File: src/rtl/dcache_vldrty_sweeper.sv
// Valid/dirty SRAM port sequencer: full-cache invalidation sweeps (after reset and on request),
// single-line invalidations, and pass-through of the upstream tag-compare port when idle.
module dcache_vldrty_sweeper #(
    parameter int unsigned NumWords = 256,
    parameter int unsigned NumWays  = 8,
    parameter int unsigned IdxW     = $clog2(NumWords)
) (
    input  logic                   clk_i,
    input  logic                   rst_i,
    input  logic                   sweep_req_i,
    output logic                   sweep_ack_o,
    input  logic                   inv_valid_i,
    output logic                   inv_ready_o,
    input  logic [IdxW-1:0]        inv_index_i,
    input  logic [NumWays-1:0]     inv_way_i,
    input  logic                   up_req_i,
    output logic                   up_gnt_o,
    input  logic                   up_we_i,
    input  logic [IdxW-1:0]        up_addr_i,
    input  logic [8*NumWays-1:0]   up_wdata_i,
    input  logic [NumWays-1:0]     up_be_i,
    output logic                   sram_req_o,
    output logic                   sram_we_o,
    output logic [IdxW-1:0]        sram_addr_o,
    output logic [8*NumWays-1:0]   sram_wdata_o,
    output logic [NumWays-1:0]     sram_be_o,
    output logic                   busy_o
);

    typedef enum logic [1:0] {INIT, IDLE, SWEEP, SINGLE} state_e;

    localparam logic [IdxW-1:0] LastIdx = IdxW'(NumWords - 1);

    state_e              state_q, state_d;
    logic [IdxW-1:0]     cnt_q, cnt_d;
    logic [IdxW-1:0]     inv_idx_q, inv_idx_d;
    logic [NumWays-1:0]  inv_way_q, inv_way_d;

    always_ff @(posedge clk_i) begin
        if (rst_i) begin
            state_q   <= INIT;
            cnt_q     <= '0;
            inv_idx_q <= '0;
            inv_way_q <= '0;
        end else begin
            state_q   <= state_d;
            cnt_q     <= cnt_d;
            inv_idx_q <= inv_idx_d;
            inv_way_q <= inv_way_d;
        end
    end

    always_comb begin
        state_d      = state_q;
        cnt_d        = cnt_q;
        inv_idx_d    = inv_idx_q;
        inv_way_d    = inv_way_q;
        sram_req_o   = 1'b0;
        sram_we_o    = 1'b0;
        sram_addr_o  = '0;
        sram_wdata_o = '0;
        sram_be_o    = '0;
        up_gnt_o     = 1'b0;
        inv_ready_o  = 1'b0;
        sweep_ack_o  = 1'b0;
        unique case (state_q)
            INIT, SWEEP: begin
                sram_req_o  = 1'b1;
                sram_we_o   = 1'b1;
                sram_addr_o = cnt_q;
                sram_be_o   = '1;
                cnt_d       = cnt_q + IdxW'(1);
                if (cnt_q == LastIdx) begin
                    // Only a requested sweep is acknowledged; the reset sweep is silent.
                    state_d     = IDLE;
                    cnt_d       = '0;
                    sweep_ack_o = (state_q == SWEEP);
                end
            end
            IDLE: begin
                if (sweep_req_i) begin
                    state_d = SWEEP;
                end else if (inv_valid_i) begin
                    inv_ready_o = 1'b1;
                    inv_idx_d   = inv_index_i;
                    inv_way_d   = inv_way_i;
                    state_d     = SINGLE;
                end else begin
                    sram_req_o   = up_req_i;
                    sram_we_o    = up_we_i;
                    sram_addr_o  = up_addr_i;
                    sram_wdata_o = up_wdata_i;
                    sram_be_o    = up_be_i;
                    up_gnt_o     = up_req_i;
                end
            end
            SINGLE: begin
                // A zero way mask still issues the write, just with no enables.
                sram_req_o  = 1'b1;
                sram_we_o   = 1'b1;
                sram_addr_o = inv_idx_q;
                sram_be_o   = inv_way_q;
                state_d     = IDLE;
            end
            default: state_d = INIT;
        endcase
    end

    assign busy_o = (state_q != IDLE);

endmodule

File: config.mk
export PLATFORM = sky130hd
export DESIGN_NAME = dcache_vldrty_sweeper
export DESIGN_NICKNAME = d
export VERILOG_FILES = /design/src/rtl/dcache_vldrty_sweeper.sv
export SDC_FILE = /design/constraint.sdc
export NUM_CORES = 1
export LEC_CHECK = 0
export ABC_AREA = 1
export BUFFER_PORTS_ARGS = -buffer_cell sky130_fd_sc_hd__buf_2
export CORE_ASPECT_RATIO = 0.6
export CORE_MARGIN = 8
export CORE_UTILIZATION = 36
export CTS_BUF_LIST = sky130_fd_sc_hd__clkbuf_16
export CTS_CLUSTER_DIAMETER = 80
export DETAILED_ROUTE_END_ITERATION = 7
export GPL_TIMING_DRIVEN = 0
export PLACE_DENSITY = 0.89
export SYNTH_ARGS = -nofsm -noshare
export SYNTH_HDL_FRONTEND = slang
export SYNTH_SLANG_ARGS = --single-unit
File: constraint.sdc
create_clock -name clk_i -period 1.3 [get_ports clk_i]
set_clock_uncertainty 0.1 [all_clocks]
set_input_delay 0.065 -clock clk_i [delete_from_list [all_inputs] [get_ports clk_i]]
set_output_delay 0.065 -clock clk_i [all_outputs]
set_load 0.03 [all_outputs]
## Yosys cells after proc, flatten, opt, wreduce, memory -nomap -nowiden

Cells that the tools add are included.

- Register bits after elaboration: 26
- Bits of input ports: 102
- Output and inout port bits: 86
- Logic and storage cells: 44

- Add/subtract/negate cells: 1
- Equality and inequality tests: 7
- Mux-type cells: 26
- Bitwise gates (word level): 1
- Reduce and logical (&&, ||, !) cells: 5

Operators with widths:

| cell | count |
|---|---|
| 2-to-1 mux 64 bit | 3 |
| one-hot mux 8 bit (3 select lines) | 2 |
| 2-to-1 mux 8 bit | 5 |
| 2-to-1 mux 1 bit | 10 |
| adder 8 x 1 -> 8 bit (second input constant) | 1 |
| equality test 8 bit (second input constant) | 1 |
| 2-to-1 mux 2 bit | 3 |
| one-hot mux 2 bit (3 select lines) | 1 |
| equality test 2 bit (second input constant) | 2 |
| one-hot mux 1 bit (2 select lines) | 2 |
| != test 3 bit (second input constant) | 1 |
| AND reduction 3 bit | 1 |
| OR reduction 3 bit | 1 |
| equality test 2 x 1 -> 1 bit (second input constant) | 1 |
| logical NOT 2 bit | 1 |
| != test 2 x 1 -> 1 bit (second input constant) | 1 |
| != test 2 bit (second input constant) | 1 |
| AND reduction 2 bit | 1 |
| OR reduction 2 bit | 1 |
| NOT 1 bit | 1 |

## Depth between registers and ports, before layout

Gate-level depths: netlist of the first run.

- Word-level depth: 4
- Depth in mapped cells: 7
- Depth with buffers taken out: 7

## Worst setup path before layout of the first run

No wires, ideal clock.

- Kind: register -> output
- Start point: register cnt_q[1]
- End point: output port sweep_ack_o
- Arrival time: 1.588 ns
- Data required time: 1.135 ns
- Slack: -0.453 ns
- Stages on the path, launching flop included: 4
- Buffers on the path: 0
- Cell sequence: dfxtp_1 ha_1 nand3_1 nor4_1

- Cells in the longest elaborated chain, start to end: 3

Ends and longest elaborated chain:

| item | line | source |
|---|---|---|
| start, declared | 35 | `logic [IdxW-1:0] cnt_q, cnt_d;` |
| start signal, assigned | 47 | `cnt_q <= cnt_d;` |
| equality test 8 bit | 73 | `if (cnt_q == LastIdx) begin` |
| 2-to-1 mux 1 bit | 73 |  |
| 2-to-1 mux 1 bit | 66 | `unique case (state_q)` |
| end, declared | 11 | `output logic sweep_ack_o,` |

Every way passes these cells.

## Final worst setup path of the first run

- Start point: register state_q[1]
- End point: output port sram_wdata_o[52]

- Cells in the longest elaborated chain, start to end: 2

Ends and longest elaborated chain:

| item | line | source |
|---|---|---|
| start, declared | 34 | `state_e state_q, state_d;` |
| start signal, assigned | 46 | `state_q <= state_d;` |
| equality test 2 x 1 -> 1 bit | 66 |  |
| 2-to-1 mux 64 bit | 66 |  |
| end, declared | 25 | `output logic [8*NumWays-1:0] sram_wdata_o,` |

Every way passes these cells.

==> impl_metrics.ini, run 1 <==
[drt]
routedWlPerCell_um = 20.02
drt_first_pass_iters = 5
post-route-drc-count = 0
vias = 3223
via_per_inst = 5.044
detail-route-antenna-nets = 0
drt_first_iter_violations = 278
post_route_wl_mm = 12.79

[hold_path]
worst_hold_path_type = primary input to register

[pwr]
clkPwrFrac_pct = 35.8
ir_drop_v = 0.0006704
net-switching-power_uw = 528.1
internal-power_uw = 1411
power.sequential.fraction_pct = 41.8
power.share.combinational_pct = 22.4
switching_share_pct = 27.23
p_leak_uw = 0.002226
p_per_area_mw_per_mm2 = 424.9

[global_routing]
grt_max_degree = 15
global_route.overflow_total = 0
grtUsageTotal_pct = 24.07
number_of_antenna_violations_at_the_first_check_in_global_routing = 0
via_count_of_the_first_global_routing_pass = 3334
grt_pass1_wl_mm = 18.17

[floorplan]
top_level_ports = 188
core_region_area_sq_mm = 0.006166
start_util_pct = 37.50
die_x_um = 119.5
placement_rows = 22
design.die.area_sq_mm = 0.009328
chipHeight_um = 78.08

[job]
cap_viol_max_count = 0

[timing]
finalSetupViolCount = 103
fmax_ghz = 0.6053
period_needed_ns = 1.652
finalCritPeriodShare_pct = 127.1
max_slew.worst_pin.slew_ns = 0.5864
timing_hold_violations_final = 1
fin_worst_hold_slack_ns = -0.002529
rsz0062_at_grt = true
max_slew_margin_pct = 60.90
timing.final.max_slew_violations = 0
fin_ws_ns = -0.3521

[yosys]
synth_cells = 328
synth.yosys.seq_area_share_pct = 22.51
synth_area_per_cell_sq_um = 7.049
mappedNetlistArea_sq_mm = 0.002312
synthArstFlopShare_pct = 0
postSynthNetCount = 431
synth.lib_cells_used.distinct = 28
synth_warnings = 0
postSynthRegisterBits = 26
synth_enable_flop_cells = 0
yosys_most_used_dff = sky130_fd_sc_hd__dfxtp_1

[worst_setup_path]
cp-end-kind = output port
category_of_cells_accounting_for_the_largest_share_of_critical_path_delay = buffers and inverters
worstPathMaxFanout = 5
worst_ep_arrival_time_ns = 1.49
path_buf_inv = 5
cells_along_the_critical_path = inv_6, nand2_8, nor2_8, inv_4, buf_12, clkbuf_16, nor2_4, buf_6
cp_slowest_cell = sky130_fd_sc_hd__dfxtp_4
cpPeakStageDelay_ns = 0.36
critical_path_required_ns = 1.13
kind_of_launch_point_of_the_worst_setup_path = register
type_of_the_worst_setup_path = register to output port

[clocking]
clock_tree_from_tritoncts = done
htreeDepth = 1
cts.path.max_buffers = 2
clk_root_buffer_cell = sky130_fd_sc_hd__clkbuf_16
numClockSinks = 26
clock_latency_ns = 0.26
clock_buffers_created_by_tritoncts = 3
worst_setup_hold_path_clk_slew_ns = 0.06

[final_layout]
diodes = 0
syn2layout_area_growth_pct = 97.40
final_area_sq_mm = 0.004564
finalNetCount = 659
post_layout_nonfiller_instances = 639
share_of_post_route_cells_with_drive_strength_above_1_pct = 59.28

[placement]
dpl-instance-area_sq_mm = 0.003453
portBuffers = 187
detailed_place_hpwl_mm = 7.682
placed_cells_incl_taps = 599
place.gp.congestion = 0.8974
pre_cts_slack_ns = -0.2913

[status]
status = finished, violations left
failed_checks = negative hold slack, negative setup slack
cell usage after synthesis (2+ instances only):
library cell,number,area share [%]
sky130_fd_sc_hd__inv_1,90,15
sky130_fd_sc_hd__nor2_4,50,24
sky130_fd_sc_hd__nand2_1,40,6.5
sky130_fd_sc_hd__nor2_1,31,5.0
sky130_fd_sc_hd__dfxtp_1,26,23
sky130_fd_sc_hd__o21ai_0,21,4.5
sky130_fd_sc_hd__a21oi_1,18,3.9
sky130_fd_sc_hd__o211ai_1,12,3.9
sky130_fd_sc_hd__buf_12,5,4.3
sky130_fd_sc_hd__buf_2,5,1.1
sky130_fd_sc_hd__nand3_1,5,1.1
sky130_fd_sc_hd__o221ai_1,4,1.5
sky130_fd_sc_hd__clkbuf_1,3,0.49
sky130_fd_sc_hd__inv_2,2,0.32
sky130_fd_sc_hd__nand4_1,2,0.54
sky130_fd_sc_hd__xor2_1,2,0.76
per-layer routing:
layer / GRT usage (%) / vias up / share of wire [%]
li1: - / 1431 / -
met1: 25.23 / 1529 / 36
met2: 45.97 / 213 / 53
met3: 6.071 / 50 / 7.3
met4: 8.674 / 0 / 4.0
met5: 0 / - / 0
timing repair:
item	CTS	global route
hold buffers	14	0
gates resized for setup	200	30
setup endpoints to repair	106	109
gates cloned	2	2
setup buffers	16	4
hold endpoints to repair	16	0
pin swaps	8	15
cell families (layout without fill, tap and decap cells):
group / count (synthesis) / in the layout / share of synthesized area (%)
buffers and inverters: 109 / 336 / 22.13
adders and majority gates: 1 / 1 / 0.5410
DFF: 26 / 26 / 22.51
xor gates and xnor gates: 2 / 2 / 0.7577
and+or+nand+nor: 135 / 135 / 40.21
AOI/OAI and AO/OA: 55 / 55 / 13.85
final timing paths:
kind         cells past startpoint  slack [ns]                to            from
max                              8       -0.35  sram_wdata_o[52]      state_q[1]
min                              3      -0.003      inv_idx_q[4]  inv_index_i[4]
max reg2reg                      8       -0.27      inv_way_q[4]      state_q[0]
min reg2reg                      2        0.37      inv_way_q[7]    inv_way_q[7]
worst min-delay path: stages:
cell	delay [ns]
sky130_fd_sc_hd__buf_2	0.09
sky130_fd_sc_hd__o21ai_1	0.06
sky130_fd_sc_hd__a21oi_1	0.11
sequential cells by signal (all words and copies together) (netlist names):
| signal | count |
|---|---|
| cnt_q | 8 |
| state_q | 2 |
| inv_idx_q | 8 |
| inv_way_q | 8 |
cell type report:
| type | instances | area (sq um) |
|---|---|---|
| Fill cell | 417 | 1602 |
| Sequential cell | 26 | 539.3 |
| Tap cell | 84 | 105.1 |
| Multi-Input combinational cell | 193 | 1513 |
| Inverter | 93 | 364.1 |
| Timing Repair Buffer | 224 | 1762 |
| Clock buffer | 3 | 75.07 |
| Clock inverter | 1 | 3.754 |
| Buffer | 15 | 202.7 |
power groups by stage:
stage | logic, uW | registers, uW | clock network, uW
final | 435 | 811 | 694
after floorplan | 150 | 828 | 0
after global routing | 465 | 812 | 756
after detailed placement | 325 | 830 | 0
after CTS | 395 | 812 | 693
after global placement | 311 | 830 | 0
placed cells by master (no fill, tap or decap), types with 3 or more instances in the layout:
cell                            count
sky130_fd_sc_hd__dfxtp_1           19
sky130_fd_sc_hd__dfxtp_2            3
sky130_fd_sc_hd__inv_1             90
sky130_fd_sc_hd__o21ai_1           14
sky130_fd_sc_hd__buf_2            105
sky130_fd_sc_hd__o21ai_0            4
sky130_fd_sc_hd__o211ai_1          12
sky130_fd_sc_hd__a21oi_1           16
sky130_fd_sc_hd__nand2_1           32
sky130_fd_sc_hd__clkbuf_16          5
sky130_fd_sc_hd__dlygate4sd3_1     14
sky130_fd_sc_hd__buf_6             66
sky130_fd_sc_hd__nand3_1            3
sky130_fd_sc_hd__nor2_1            11
sky130_fd_sc_hd__nor2_4            62
sky130_fd_sc_hd__nand2_2            7
sky130_fd_sc_hd__dfxtp_4            4
sky130_fd_sc_hd__nor2_2             9
sky130_fd_sc_hd__buf_12             5
sky130_fd_sc_hd__buf_4             40
per-stage QoR:
step | setup TNS [ns] | hold slack (ns) | total power (uW) | util, %
after global routing | -32.97 | 0.006746 | 2032 | 74.03
after global placement | -19.14 | 0.1731 | 1141 | 56.01
after detailed placement | -21.65 | 0.1766 | 1156 | 56.01
final | -28.44 | -0.002529 | 1940 | 74.03
after floorplan | -4.582 | 0.02665 | 978.6 | -
after CTS | -27.70 | 0.005488 | 1900 | 71.71
Note: power is estimated with default switching activity, not from simulation.
==> inputs of run 2 (changes only) <==
--- a/config.mk
+++ b/config.mk
@@ -9,12 +9,12 @@
 export BUFFER_PORTS_ARGS = -buffer_cell sky130_fd_sc_hd__buf_2
 export CORE_ASPECT_RATIO = 0.6
 export CORE_MARGIN = 8
-export CORE_UTILIZATION = 36
+export CORE_UTILIZATION = 40
 export CTS_BUF_LIST = sky130_fd_sc_hd__clkbuf_16
 export CTS_CLUSTER_DIAMETER = 80
 export DETAILED_ROUTE_END_ITERATION = 7
 export GPL_TIMING_DRIVEN = 0
-export PLACE_DENSITY = 0.89
+export PLACE_DENSITY = 0.93
 export SYNTH_ARGS = -nofsm -noshare
 export SYNTH_HDL_FRONTEND = slang
 export SYNTH_SLANG_ARGS = --single-unit
==> constraint.sdc (replaced) <==
create_clock -name clk_i -period 1.8 [get_ports clk_i]
set_clock_uncertainty 0.1 [all_clocks]
set_input_delay 0.09 -clock clk_i [delete_from_list [all_inputs] [get_ports clk_i]]
set_output_delay 0.09 -clock clk_i [all_outputs]
set_load 0.03 [all_outputs]
==> run 2 against run 1 <==
  * The run ends with negative hold slack left
  * Global-route usage fell by 4.6 points
  * Cell area fell by 20%
  * Total power fell by 32%
  * Register-to-register slack better by 0.55 ns
  * Clock power down 28%
  * Die area shrank 8.3%
  * Non-clock buffer count fell by 32
  * Wire length is 29% lower
  * Combinational power down 46%
  * Critical path depth decreased by 4
  * Setup slack better by 0.39 ns
  * Final cell count is 5.5% lower
  * Critical path type unchanged
==> impl_metrics.ini, run 2 (synthesized netlist as in run 1, its figures left out) <==
[worst_setup_path]
critical_path_required_ns = 1.61
cp-end-kind = output port
cpPeakStageDelay_ns = 0.39
type_of_the_worst_setup_path = register to output port
cells_along_the_critical_path = ha_2, nand3_2, nor4_4, buf_4
category_of_cells_accounting_for_the_largest_share_of_critical_path_delay = simple AND/OR/NAND/NOR gates
path_buf_inv = 1
worst_ep_arrival_time_ns = 1.57
cp_slowest_cell = sky130_fd_sc_hd__dfxtp_1
worstPathMaxFanout = 4
kind_of_launch_point_of_the_worst_setup_path = register

[final_layout]
syn2layout_area_growth_pct = 57.09
final.fill_count = 465
leading_cell_types_in_the_layout_fill_and_taps_excluded = sky130_fd_sc_hd__buf_2, sky130_fd_sc_hd__inv_1, sky130_fd_sc_hd__buf_4, sky130_fd_sc_hd__nor2_4, sky130_fd_sc_hd__nand2_1
share_of_post_route_cells_with_drive_strength_above_1_pct = 51.24
layout.cells.most_common = sky130_fd_sc_hd__buf_2
reg_top3 = cnt_q (8), inv_idx_q (8), inv_way_q (8)
finalNetCount = 627

[floorplan]
chipHeight_um = 74.89
core_region_area_sq_mm = 0.005570
top_level_ports = 188
die_x_um = 114.2
start_util_pct = 41.51
design.die.area_sq_mm = 0.008549
placement_rows = 21

[global_routing]
via_count_of_the_first_global_routing_pass = 2730
grt_pass1_wl_mm = 13.33
number_of_antenna_violations_at_the_first_check_in_global_routing = 0
global_route.overflow_total = 0
grtUsageTotal_pct = 19.44
grt_max_degree = 15

[placement]
detailed_place_hpwl_mm = 7.524
portBuffers = 187
pre_cts_slack_ns = 0.1303
place.gp.congestion = 0.9218

[timing]
finalSetupViolCount = 0
max_slew.worst_pin.slew_ns = 0.4438
max_slew_margin_pct = 70.41
finalCritPeriodShare_pct = 97.97
fin_ws_ns = 0.03661
period_needed_ns = 1.763
timing_hold_violations_final = 1
finalSetupTns_ns = 0
rsz0062_at_grt = false
fmax_ghz = 0.5671
fin_worst_hold_slack_ns = -0.0006909
timing.final.max_slew_violations = 0

[drt]
routedWlPerCell_um = 15.01
via_per_inst = 4.594
drt_first_iter_violations = 220
vias = 2775
detail-route-antenna-nets = 0
post_route_wl_mm = 9.064
post-route-drc-count = 0
drt_first_pass_iters = 4

[clocking]
htreeDepth = 1
cts.path.max_buffers = 2
clock_latency_ns = 0.26
clk_root_buffer_cell = sky130_fd_sc_hd__clkbuf_16
numClockSinks = 26
worst_setup_hold_path_clk_slew_ns = 0.07
clock_buffers_created_by_tritoncts = 3
clock_tree_from_tritoncts = done

[status]
status = finished, violations left
failed_checks = negative hold slack

[job]
cap_viol_max_count = 0

[pwr]
p_per_area_mw_per_mm2 = 364.0
ir_drop_v = 0.0004008
p_leak_uw = 0.001933

[hold_path]
worst_hold_path_type = primary input to register
==> run 2: changes by cell type in the layout (fill, tap and decap cells not counted), sizes merged <==
cell / previous run / this run
diode: 0 / 1
clkbuf: 9 / 7
buf: 219 / 202
dlygate4sd3: 14 / 1
==> run 2: power breakdown <==
part	internal (uW)	switching, uW	leakage, uW
Sequential	581	6.85	0.000210
Combinational	108	125	0.00168
Clock	298	203	0.0000385
==> run 2: layer usage <==
metal / vias up / track usage, % / routed length, um / share of wire [%]
met5: - / 0 / 0 / 0
met4: 0 / 5.124 / 106 / 1.2
met3: 10 / 4.243 / 788 / 8.7
met2: 138 / 36.83 / 4745 / 52
met1: 1268 / 21.90 / 3423 / 38
li1: 1359 / - / - / -
==> run 2: worst paths after layout <==
| kind | startpoint | endpoint | slack, ns | cells after the start |
|---|---|---|---|---|
| max reg2reg | cnt_q[0] | cnt_q[5] | 0.28 | 6 |
| max | cnt_q[0] | sweep_ack_o | 0.04 | 4 |
| min | inv_way_i[7] | inv_way_q[7] | -0.0007 | 3 |
| min reg2reg | inv_way_q[1] | inv_way_q[1] | 0.35 | 2 |
==> run 2: worst register-to-register path: stages, from the launching register on <==
cell and delay [ns]:
sky130_fd_sc_hd__dfxtp_1 0.39, sky130_fd_sc_hd__ha_2 0.25, sky130_fd_sc_hd__nand2_1 0.06, sky130_fd_sc_hd__nor2_1 0.10, sky130_fd_sc_hd__nand2_1 0.12, sky130_fd_sc_hd__o21ai_1 0.30
sky130_fd_sc_hd__nor2_1 0.09
==> run 2: cell type report <==
| cell class | count | area [sq um] | share of cell area [%] |
|---|---|---|---|
| multi-input cells | 193 | 1308 | 36.00 |
| repair buffers | 191 | 1099 | 30.24 |
| flip-flops and latches | 26 | 521.8 | 14.36 |
| inverters | 93 | 351.6 | 9.680 |
| plain buffers | 16 | 171.4 | 4.719 |
| well taps | 80 | 100.1 | 2.756 |
| clock buffers | 3 | 75.07 | 2.067 |
| clock inverters | 1 | 3.754 | 0.1033 |
| diodes | 1 | 2.502 | 0.06889 |
==> run 2: through the flow <==
step | area (sq um) | std cells | total power [uW] | util, %
floorplan | 2312 | 328 | 702.1 | -
finish | 3632 | 604 | 1322 | 65.21
global placement | 3348 | 595 | 818.6 | 60.11
global route | 3630 | 603 | 1375 | 65.16
CTS | 3595 | 603 | 1321 | 64.53
detailed placement | 3348 | 595 | 827.1 | 60.11
==> run 2: timing repair <==
| item | in CTS | in global routing |
|---|---|---|
| cloned | 0 | 0 |
| pin swaps | 1 | 1 |
| resized for setup | 53 | 12 |
| endpoints found under the hold margin | 3 | 0 |
| hold buffers | 1 | 0 |
| buffers inserted | 3 | 0 |
| setup endpoints to repair | 64 | 15 |
==> inputs of run 3 (changes only) <==
==> constraint.sdc (replaced) <==
create_clock -name clk_i -period 2 [get_ports clk_i]
set_clock_uncertainty 0.1 [all_clocks]
set_input_delay 0.1 -clock clk_i [delete_from_list [all_inputs] [get_ports clk_i]]
set_output_delay 0.1 -clock clk_i [all_outputs]
set_load 0.03 [all_outputs]
==> run 3 against run 2 <==
  * The flow now finishes without violations
  * Sequential share of layout area increased by 0.76 points
  * Total power decreased by 10%
  * Cell area decreased by 5.0%
  * Sequential cell count unchanged
  * Die area unchanged
  * Sequential power decreased by 10%
  * Clock-buffer cell count unchanged
  * Critical endpoint is now sram_wdata_o[46]
==> impl_metrics.ini, run 3 (synthesized netlist as in run 1, its figures left out) <==
[hold_path]
worst_hold_path_type = primary input to register
timing.hold.worst.start = inv_way_i[7]

[final_layout]
finalNetCount = 624
share_of_post_route_cells_with_drive_strength_above_1_pct = 50.19
diodes = 0
layout.cells.most_common = sky130_fd_sc_hd__buf_2
syn2layout_area_growth_pct = 49.24
reg_top3 = cnt_q (8), inv_idx_q (8), inv_way_q (8)
leading_cell_types_in_the_layout_fill_and_taps_excluded = sky130_fd_sc_hd__buf_2, sky130_fd_sc_hd__inv_1, sky130_fd_sc_hd__nor2_4, sky130_fd_sc_hd__nand2_1, sky130_fd_sc_hd__nor2_1

[floorplan]
chipHeight_um = 74.89
die_x_um = 114.2
start_util_pct = 41.51
placement_rows = 21
core_region_area_sq_mm = 0.005570
design.die.area_sq_mm = 0.008549
top_level_ports = 188

[global_routing]
grt_pass1_wl_mm = 13.03
number_of_antenna_violations_at_the_first_check_in_global_routing = 0
via_count_of_the_first_global_routing_pass = 2686
grtUsageTotal_pct = 18.82
global_route.overflow_total = 0
grt_max_degree = 15

[pwr]
power.sequential.fraction_pct = 44.6
p_leak_uw = 0.001903
p_per_area_mw_per_mm2 = 343.0
switching_share_pct = 25.03
ir_drop_v = 0.0003537
power.share.combinational_pct = 17.6
internal-power_uw = 887.3
clkPwrFrac_pct = 37.8
net-switching-power_uw = 296.3

[timing]
rsz0062_at_grt = false
max_slew.worst_pin.slew_ns = 0.5526
fmax_ghz = 0.5279
timing.final.max_slew_violations = 0
finalSetupViolCount = 0
fin_worst_hold_slack_ns = 0.01207
period_needed_ns = 1.894
finalCritPeriodShare_pct = 94.71
timing_hold_violations_final = 0
finalSetupTns_ns = 0
max_slew_margin_pct = 63.16

[drt]
post-route-drc-count = 0
detail-route-antenna-nets = 0
routedWlPerCell_um = 14.33
post_route_wl_mm = 8.600
drt_first_iter_violations = 176
vias = 2722
via_per_inst = 4.537
drt_first_pass_iters = 5

[worst_setup_path]
worst_ep_arrival_time_ns = 1.69
worstPathMaxFanout = 10
type_of_the_worst_setup_path = register to output port
cells_along_the_critical_path = buf_4, nand2_4, nor2_8, inv_2, buf_6, buf_12, nor2_4, buf_2
worstReg2RegEnd = cnt_q[5]
worst-r2r-cell-count = 6
worst-path-stages = 8
timing.rr.start = cnt_q[0]
cp-end-kind = output port
path_buf_inv = 5
kind_of_launch_point_of_the_worst_setup_path = register
cpPeakStageDelay_ns = 0.30
crit_path_start = state_q[0]
worst_setup_path_endpoint = sram_wdata_o[46]
cp_slowest_cell = sky130_fd_sc_hd__dfxtp_1
rrSetupSlack_ns = 0.35
category_of_cells_accounting_for_the_largest_share_of_critical_path_delay = buffers and inverters
critical_path_required_ns = 1.80

[placement]
detailed_place_hpwl_mm = 7.524
portBuffers = 187
place.gp.congestion = 0.9218

[clocking]
clk_root_buffer_cell = sky130_fd_sc_hd__clkbuf_16
clock_buffers_created_by_tritoncts = 3
clock_tree_from_tritoncts = done
htreeDepth = 1
worst_setup_hold_path_clk_slew_ns = 0.06
cts.path.max_buffers = 2
clock_latency_ns = 0.26
numClockSinks = 26

[job]
cap_viol_max_count = 0

[status]
status = completed
run 3: worst min-delay path by stage:
| stage | end | slack (ns) | cells after the start |
|---|---|---|---|
| after floorplan | state_q[1] | 0.07 | 1 |
| after global placement | state_q[1] | 0.21 | 2 |
| after detailed placement | state_q[1] | 0.21 | 2 |
| after CTS | inv_way_q[7] | 0.01 | 3 |
| after global routing | inv_way_q[1] | 0.04 | 3 |
| final | inv_way_q[7] | 0.01 | 3 |
run 3: worst register-to-register path: stages, from the launching register on:
cell	delay [ns]
sky130_fd_sc_hd__dfxtp_1	0.38
sky130_fd_sc_hd__ha_1	0.26
sky130_fd_sc_hd__nand2_1	0.07
sky130_fd_sc_hd__nor2_1	0.10
sky130_fd_sc_hd__nand2_1	0.10
sky130_fd_sc_hd__o21ai_0	0.42
sky130_fd_sc_hd__nor2_1	0.10
run 3: repair_timing:
action                                  4_1_cts  5_1_grt
hold endpoints to repair                      3        0
endpoints found under the setup margin        0       22
setup buffers                                 0        0
hold buffers                                  1        0
resized for setup                             0        8
run 3: area by class of cell:
type | instances | area, sq um
Fill cell | 495 | 2120
Multi-Input combinational cell | 193 | 1280
Timing Repair Buffer | 188 | 953.4
Sequential cell | 26 | 521.8
Inverter | 93 | 354.1
Buffer | 16 | 162.7
Tap cell | 80 | 100.1
Clock buffer | 3 | 75.07
Clock inverter | 1 | 3.754
run 3: stage by stage:
stage | worst slack (ns) | instance area, sq um | utilization [%] | power (uW) | instances
floorplan | 0.2123 | 2312 | - | 631.9 | 328
global placement | 0.3781 | 3348 | 60.11 | 736.7 | 595
detailed placement | 0.3203 | 3348 | 60.11 | 744.4 | 595
CTS | 0.03615 | 3437 | 61.70 | 1189 | 600
global route | 0.03053 | 3451 | 61.95 | 1234 | 600
finish | 0.1058 | 3451 | 61.95 | 1184 | 600
run 3: per-layer routing:
layer / wire, um / part of all wire, % / global-route usage [%] / up-vias
met5: 0 / 0 / 0 / -
met4: 90 / 1.0 / 3.221 / 0
met3: 758 / 8.8 / 4.404 / 11
met2: 4402 / 51 / 35.01 / 146
met1: 3348 / 39 / 22.04 / 1217
li1: - / - / - / 1348
run 3: power groups by stage:
stage / Clock [uW] / Sequential [uW] / Combinational, uW
final: 448 / 528 / 208
after global routing: 474 / 528 / 232
after CTS: 453 / 528 / 208
after floorplan: 0 / 538 / 93.5
after detailed placement: 0 / 539 / 205
after global placement: 0 / 539 / 198
